$ cat src/rtl/half_word_serializer_pkg.sv
// rtl/half_word_serializer_pkg.sv - shared constants, state encoding and helpers for the half-word serializer
//
// Purpose: widths, the saturation limit of the compressed-word counter, the FSM
// state type and the zero-extension test used when a word is accepted.
// Ports: none (package).

package half_word_serializer_pkg;

  localparam int WORD_W = 32;
  localparam int HALF_W = 16;

  localparam logic [HALF_W-1:0] COMP_CNT_MAX = 16'hFFFF;

  typedef enum logic [1:0] {
    SER_IDLE  = 2'd0,
    SER_BEAT0 = 2'd1,
    SER_BEAT1 = 2'd2
  } ser_state_e;

  // A word fits in one beat when its upper half is pure zero-extension.
  function automatic logic is_compressible(input logic [WORD_W-1:0] word);
    return (word[WORD_W-1:HALF_W] == '0);
  endfunction

endpackage

$ cat src/rtl/half_word_serializer.sv
// rtl/half_word_serializer.sv - splits 32-bit words into 16-bit beats with optional zero-extension compression
//
// Purpose: accepts a 32-bit word over a valid/ready handshake and emits it as one
// or two 16-bit beats on a fully registered valid/ready output.
// Ports:
//   clk         system clock, rising edge
//   reset       synchronous, active-high reset
//   in_valid    in_data holds a word to send
//   in_ready    a word is accepted this cycle when in_valid is also high
//   in_data     32-bit word to serialize
//   out_valid   out_data holds a valid beat
//   out_ready   sink consumes the beat this cycle
//   out_data    current 16-bit beat
//   out_last    current beat is the final beat of its word
//   out_ext     single-beat word; sink zero-extends it to 32 bits
//   comp_count  saturating count of compressed words sent

module half_word_serializer
  import half_word_serializer_pkg::*;
#(
  parameter bit COMPRESS_EN = 1'b1,
  parameter bit LOW_FIRST   = 1'b1
) (
  input  logic              clk,
  input  logic              reset,
  input  logic              in_valid,
  output logic              in_ready,
  input  logic [WORD_W-1:0] in_data,
  output logic              out_valid,
  input  logic              out_ready,
  output logic [HALF_W-1:0] out_data,
  output logic              out_last,
  output logic              out_ext,
  output logic [HALF_W-1:0] comp_count
);

  ser_state_e        state_q, state_d;
  logic [WORD_W-1:0] hold_q, hold_d;
  logic [HALF_W-1:0] data_q, data_d;
  logic              last_q, last_d;
  logic              ext_q, ext_d;
  logic [HALF_W-1:0] count_q, count_d;

  logic word_accept;
  logic beat_xfer;
  logic compress;

  assign out_valid  = (state_q != SER_IDLE);
  assign out_data   = data_q;
  assign out_last   = last_q;
  assign out_ext    = ext_q;
  assign comp_count = count_q;

  // Accepting on the final beat's transfer lets words stream without a bubble.
  assign in_ready    = (state_q == SER_IDLE) || (out_valid && last_q && out_ready);
  assign word_accept = in_valid && in_ready;
  assign beat_xfer   = out_valid && out_ready;

  always_comb begin
    state_d  = state_q;
    hold_d   = hold_q;
    data_d   = data_q;
    last_d   = last_q;
    ext_d    = ext_q;
    count_d  = count_q;
    compress = COMPRESS_EN && is_compressible(in_data);

    if (beat_xfer && ext_q && (count_q != COMP_CNT_MAX)) begin
      count_d = count_q + 16'd1;
    end

    case (state_q)
      SER_IDLE: begin
        state_d = SER_IDLE;
      end
      SER_BEAT0: begin
        if (beat_xfer) begin
          if (last_q) begin
            state_d = SER_IDLE;
            last_d  = 1'b0;
            ext_d   = 1'b0;
          end else begin
            state_d = SER_BEAT1;
            data_d  = LOW_FIRST ? hold_q[WORD_W-1:HALF_W] : hold_q[HALF_W-1:0];
            last_d  = 1'b1;
            ext_d   = 1'b0;
          end
        end
      end
      SER_BEAT1: begin
        if (beat_xfer) begin
          state_d = SER_IDLE;
          last_d  = 1'b0;
          ext_d   = 1'b0;
        end
      end
      default: begin
        state_d = SER_IDLE;
        last_d  = 1'b0;
        ext_d   = 1'b0;
      end
    endcase

    // A new word can only be accepted from IDLE or on the last beat's
    // transfer, so loading here safely overrides the transitions above.
    if (word_accept) begin
      state_d = SER_BEAT0;
      hold_d  = in_data;
      last_d  = compress;
      ext_d   = compress;
      if (compress || LOW_FIRST) begin
        data_d = in_data[HALF_W-1:0];
      end else begin
        data_d = in_data[WORD_W-1:HALF_W];
      end
    end
  end

  always_ff @(posedge clk) begin
    if (reset) begin
      state_q <= SER_IDLE;
      hold_q  <= '0;
      data_q  <= '0;
      last_q  <= 1'b0;
      ext_q   <= 1'b0;
      count_q <= '0;
    end else begin
      state_q <= state_d;
      hold_q  <= hold_d;
      data_q  <= data_d;
      last_q  <= last_d;
      ext_q   <= ext_d;
      count_q <= count_d;
    end
  end

endmodule

$ cat config.mk
export PLATFORM = sky130hd
export DESIGN_NAME = half_word_serializer
export DESIGN_NICKNAME = d
export VERILOG_FILES = /design/src/rtl/half_word_serializer_pkg.sv /design/src/rtl/half_word_serializer.sv
export SDC_FILE = /design/constraint.sdc
export NUM_CORES = 1
export LEC_CHECK = 0
export CELL_PAD_IN_SITES_DETAIL_PLACEMENT = 1
export CELL_PAD_IN_SITES_GLOBAL_PLACEMENT = 1
export CORE_MARGIN = 4
export CORE_UTILIZATION = 31
export CTS_CLUSTER_DIAMETER = 30
export DETAILED_ROUTE_END_ITERATION = 8
export PLACE_DENSITY = 0.88
export REMOVE_ABC_BUFFERS = 1
export SLEW_MARGIN = 20
export SYNTH_ARGS = -nofsm -noshare
export SYNTH_HDL_FRONTEND = slang
export SYNTH_SLANG_ARGS = --single-unit
$ cat constraint.sdc
create_clock -name clk -period 2.18 [get_ports clk]
set_clock_uncertainty 0.2 [all_clocks]
set_input_delay 0.327 -clock clk [delete_from_list [all_inputs] [get_ports clk]]
set_output_delay 0.327 -clock clk [all_outputs]
set_load 0.02 [all_outputs]
**Yosys cells after proc, flatten, opt, wreduce, memory -nomap -nowiden**

Index checks and enable logic that the tools add are counted.

- Add/subtract/negate cells: 1
- Multipliers: 0
- Divide/modulo/power cells: 0
- $lt $le $gt $ge: 0
- Eq/ne operators: 10
- Shift operators: 0
- Muxes and demuxes: 16
- Bitwise gates (word level): 0
- Reduce and logical (&&, ||, !) cells: 19

Operators with widths:

| kind | number |
|---|---|
| 16-bit two-way mux | 4 |
| 16-bit by 1-bit adder with 16-bit output (second input constant) | 1 |
| 16-bit logical NOT | 1 |
| 16-bit != test (second input constant) | 1 |
| 1-bit logical AND | 6 |
| 1-bit two-way mux | 6 |
| 2-bit two-way mux | 3 |
| 2-bit != test (second input constant) | 3 |
| 3-bit != test (second input constant) | 2 |
| 2-bit AND reduction | 3 |
| 3-bit AND reduction | 2 |
| 2-bit nonzero test | 3 |
| 2-bit case mux with 2 select lines | 1 |
| 2-bit OR reduction | 2 |
| 3-bit by 1-bit != test with 1-bit output (second input constant) | 1 |
| 1-bit case mux with 3 select lines | 1 |
| 2-bit by 1-bit == test with 1-bit output (second input constant) | 1 |
| 2-bit == test (second input constant) | 1 |
| 2-bit logical NOT | 1 |
| 2-bit by 1-bit != test with 1-bit output (second input constant) | 1 |
| 1-bit case mux with 2 select lines | 1 |
| 1-bit logical OR | 1 |

- Bits in registers: 68
- Latch bits: 0
- Bits in writable memories: 0
- Bits in read-only memories: 0
- Input bits: 36
- Output and inout port bits: 36
- Word-level logic and storage cells: 53
- Memories: 0

**Logic depth before layout (Yosys ltp)**

- Depth in word-level cells: 7
- Mapped depth: 10

**Least setup slack after synthesis**

OpenSTA, ideal clock, no wires.

- Kind: register to register
- From: register state_q[0]
- To: register count_q[9] (netlist: comp_count[9])
- Setup time: 0.121 ns
- Arrival time: 1.972 ns
- Slack: -0.112 ns
- Stages on the path, launching flop included: 8
- Period minus slack after synthesis: 2.292 ns
- Cells stage by stage: dfxtp_1 > inv_1 > ha_1 > buf_2 > nor2b_1 > nand4_1 > a2111oi_0 > mux2_2

- Cells in the longest elaborated chain, start to end: 4

Ends and longest elaborated chain:

| item | RTL line | RTL |
|---|---|---|
| start, declared | half_word_serializer.sv:37 | `ser_state_e state_q, state_d;` |
| start signal, assigned | half_word_serializer.sv:128 | `state_q <= state_d;` |
| 2-bit nonzero test | half_word_serializer.sv:48 | `assign out_valid = (state_q != SER_IDLE);` |
| 1-bit logical AND | half_word_serializer.sv:57 | `assign beat_xfer = out_valid && out_ready;` |
| 1-bit logical AND (2 in series) | half_word_serializer.sv:68 | `if (beat_xfer && ext_q && (count_q != COMP_CNT_MAX)) begin` |
| end signal, assigned | half_word_serializer.sv:133 | `count_q <= count_d;` |
| end, declared | half_word_serializer.sv:42 | `logic [HALF_W-1:0] count_q, count_d;` |

No other way between the ends.
A chain may end at the register's enable or synchronous reset.

**Final worst setup path**

- From: register state_q[0]
- To: output port in_ready

- Cells in the longest elaborated chain, start to end: 4
- Elaborated cells between the ends (all ways): 5
- Classes of those cells: 5 x reduce/logical

Ends and longest elaborated chain:

| item | RTL line | RTL |
|---|---|---|
| 2-bit nonzero test | half_word_serializer.sv:48 |  |
| 1-bit logical AND (2 in series) | half_word_serializer.sv:55 | `assign in_ready = (state_q == SER_IDLE) \|\| (out_valid && last_q && out_ready);` |
| 1-bit logical OR (*) | half_word_serializer.sv:55 |  |
| end, declared | half_word_serializer.sv:27 | `output logic in_ready,` |

Mark *: on every way between the ends. The rest lies on a longest branch, timed or not.

==> results.ini <==
[routing]
route.vias.total=2504
drtAntennaViolNets=0
drtIter0Drc=102
wl_per_cell_um=16.8
wirelength_mm=8.00
drc=0
routed_via_density=5.26
drtPass1Iterations=4

[critical_path]
cp_cell_sequence=inv_1, ha_2, buf_4, a21o_1, clkdlybuf4s15_1
path_max_fanout=8
cp_data_required_time_ns=1.65
cp-start-kind=flop
cp_top_family=buffers and inverters
rr_startpoint=state_q[0]$_SDFFE_PP0P_
worstPathArrival_ns=1.55
critPathBufInv=3
slowest_delay_ns=0.36
crit_start=state_q[0]$_SDFFE_PP0P_
path_class=flop to output port
critPathSlowestCell=dfxtp_2
critPathCaptureType=output port

[sta]
whs_ns=0.239
worst_slack_ns=0.106
slew_violations=0
finalSetupViolCount=0
relSlewSlack_pct=69.6
max_clock_freq_mhz=482
hold_viol=0
fin_setup_tns_ns=0
finalCritPeriodShare_pct=95.1
tightest_slew_ns=0.452
period_minus_slack_ns=2.07
grt_setup_unrepaired=false

[placement]
gp_congestion=0.806
dp_hpwl_mm=5.93
place_ws_ns=-0.107
numPortBuffers=71

[layout]
fin_nets=416
antennaDiodeCount=0
nFillCells=890
syn_to_final_growth_pct=47.0
drive_above_1_share_pct=15.4

[die]
dieWidth_um=96.4
dieArea_sq_mm=0.00930
ios=72
core_area_sq_mm=0.00741
start_util_pct=32.7
fp.dieH_um=96.4
rows=31

[synth]
yosys.area.top_type=dfxtp_1
yosys-top-cells-count=dfxtp_1 (52), nand2_1 (40), nor2_1 (28)
synth_seq_cells=52
synthesis.area_sq_mm=0.00242
synth_cell_type_count=41
netlist_instances=284
seq_area_frac_synth_pct=42.9
synth_edf_count=0
synthTopCellsByArea=dfxtp_1 (43%), mux2i_1 (7.0%), nand2_1 (6.2%)
yosysWarnings=0
synth-main-ff-cell=dfxtp_1
synth_top_area_share_pct=42.9
yosysMostFrequentCell=dfxtp_1
ys_async_sr_fraction_pct=0
syn_area_per_cell_sq_um=8.54

[clocking]
clock_latency_ns=0.31
cts.sinks=52
htreeDepth=2
cts_root_buf=clkbuf_8
cts_tree=built
clockBufferDepth=2
clk_pin_slew_ns=0.10
numCtsBuffers=5

[grt]
grt.overflow.total=0
antenna_found_initial=0
grt_first_pass_wirelength_mm=13.0
grt_pass1_vias=2631
grt_usage_pct=17.8
grt_max_degree=27

[power]
leakage_nw=1.30
power_density_mw_per_mm2=564
ir_worst_vdd_v=0.000304
finalPower_mw=2.01

[flow_run]
cap_violations=0

[worst_hold_path]
min_path_type=input port to flop
min_from=reset

[outcome]
status=completed

==> sequential cells by signal, summed over array words and instances (netlist names) <==
register	cells
comp_count	16
state_q	2
hold_q	16
out_data	16
out_last	1
out_ext	1
==> area by class of cell <==
cell class	count	area (sq um)	area share (%)
Multi-Input combinational cell	207	1330	37.2
Clock inverter	3	22.5	0.632
Tap cell	99	124	3.47
Sequential cell	52	1040	29.3
Clock buffer	5	68.8	1.93
Inverter	8	30.0	0.842
Timing Repair Buffer	102	950	26.6
==> through the flow <==
step	instances	utilization [%]	instance area, sq um
final	476	48.1	3560
after CTS	475	47.4	3510
after global placement	467	46.2	3420
after floorplan	267	-	2350
after global routing	476	48.1	3560
after detailed placement	467	46.2	3420
==> layout by cell type, fill, tap and decap left out, types with 3 or more instances in the layout <==
cell type,n
clkdlybuf4s50_1,68
inv_1,8
buf_4,30
or4_1,6
clkbuf_8,5
dfxtp_1,50
nor2b_1,4
mux2i_1,17
a221oi_1,13
nor2_1,28
a21oi_1,26
ha_1,3
mux2_2,4
a221oi_2,3
o21ai_0,3
nand3_1,6
and2_1,3
nor3_1,3
nor4_1,6
o31ai_1,6
nand4_1,5
nand2_1,40
a211oi_1,3
nand2b_1,3
==> routing by layer <==
metal	track usage (%)	routed length (um)	vias up
met5	0	0	-
met4	5.14	131	0
met3	1.86	251	9
met2	32.6	4160	55
met1	21.9	3460	1217
li1	-	-	1223
==> where the power goes <==
group,internal [mW],switching (mW)
clock,0.231,0.345
sequential,1.00,0.0297
combinational,0.200,0.204
total,1.43,0.578
==> kinds of logic (layout without fill, tap and decap cells) <==
group	after synthesis	in the layout	synth area share, %
fa+ha+maj	4	4	2.06
mux	21	21	8.87
flops	52	52	42.9
buf+inv	25	118	4.23
simple gates	121	121	25.1
compound gates	61	61	16.8
==> timing repair <==
item / in CTS / in global routing
setup buffers: 0 / 1
hold endpoints to repair: 0 / 0
gates resized for setup: 3 / 12
endpoints found under the setup margin: 2 / 22
hold buffers: 0 / 0
pin swaps: 0 / 5
==> worst paths after layout <==
path | endpoint | slack, ns | depth (start not counted)
hold / removal | comp_count[15]$_SDFFE_PP0P_ | 0.24 | 2
hold reg to reg | hold_q[16]$_SDFFE_PP0N_ | 0.27 | 2
setup / recovery | in_ready | 0.11 | 5
setup reg to reg | comp_count[5]$_SDFFE_PP0P_ | 0.13 | 7
Note: power is estimated with default switching activity, not from simulation.
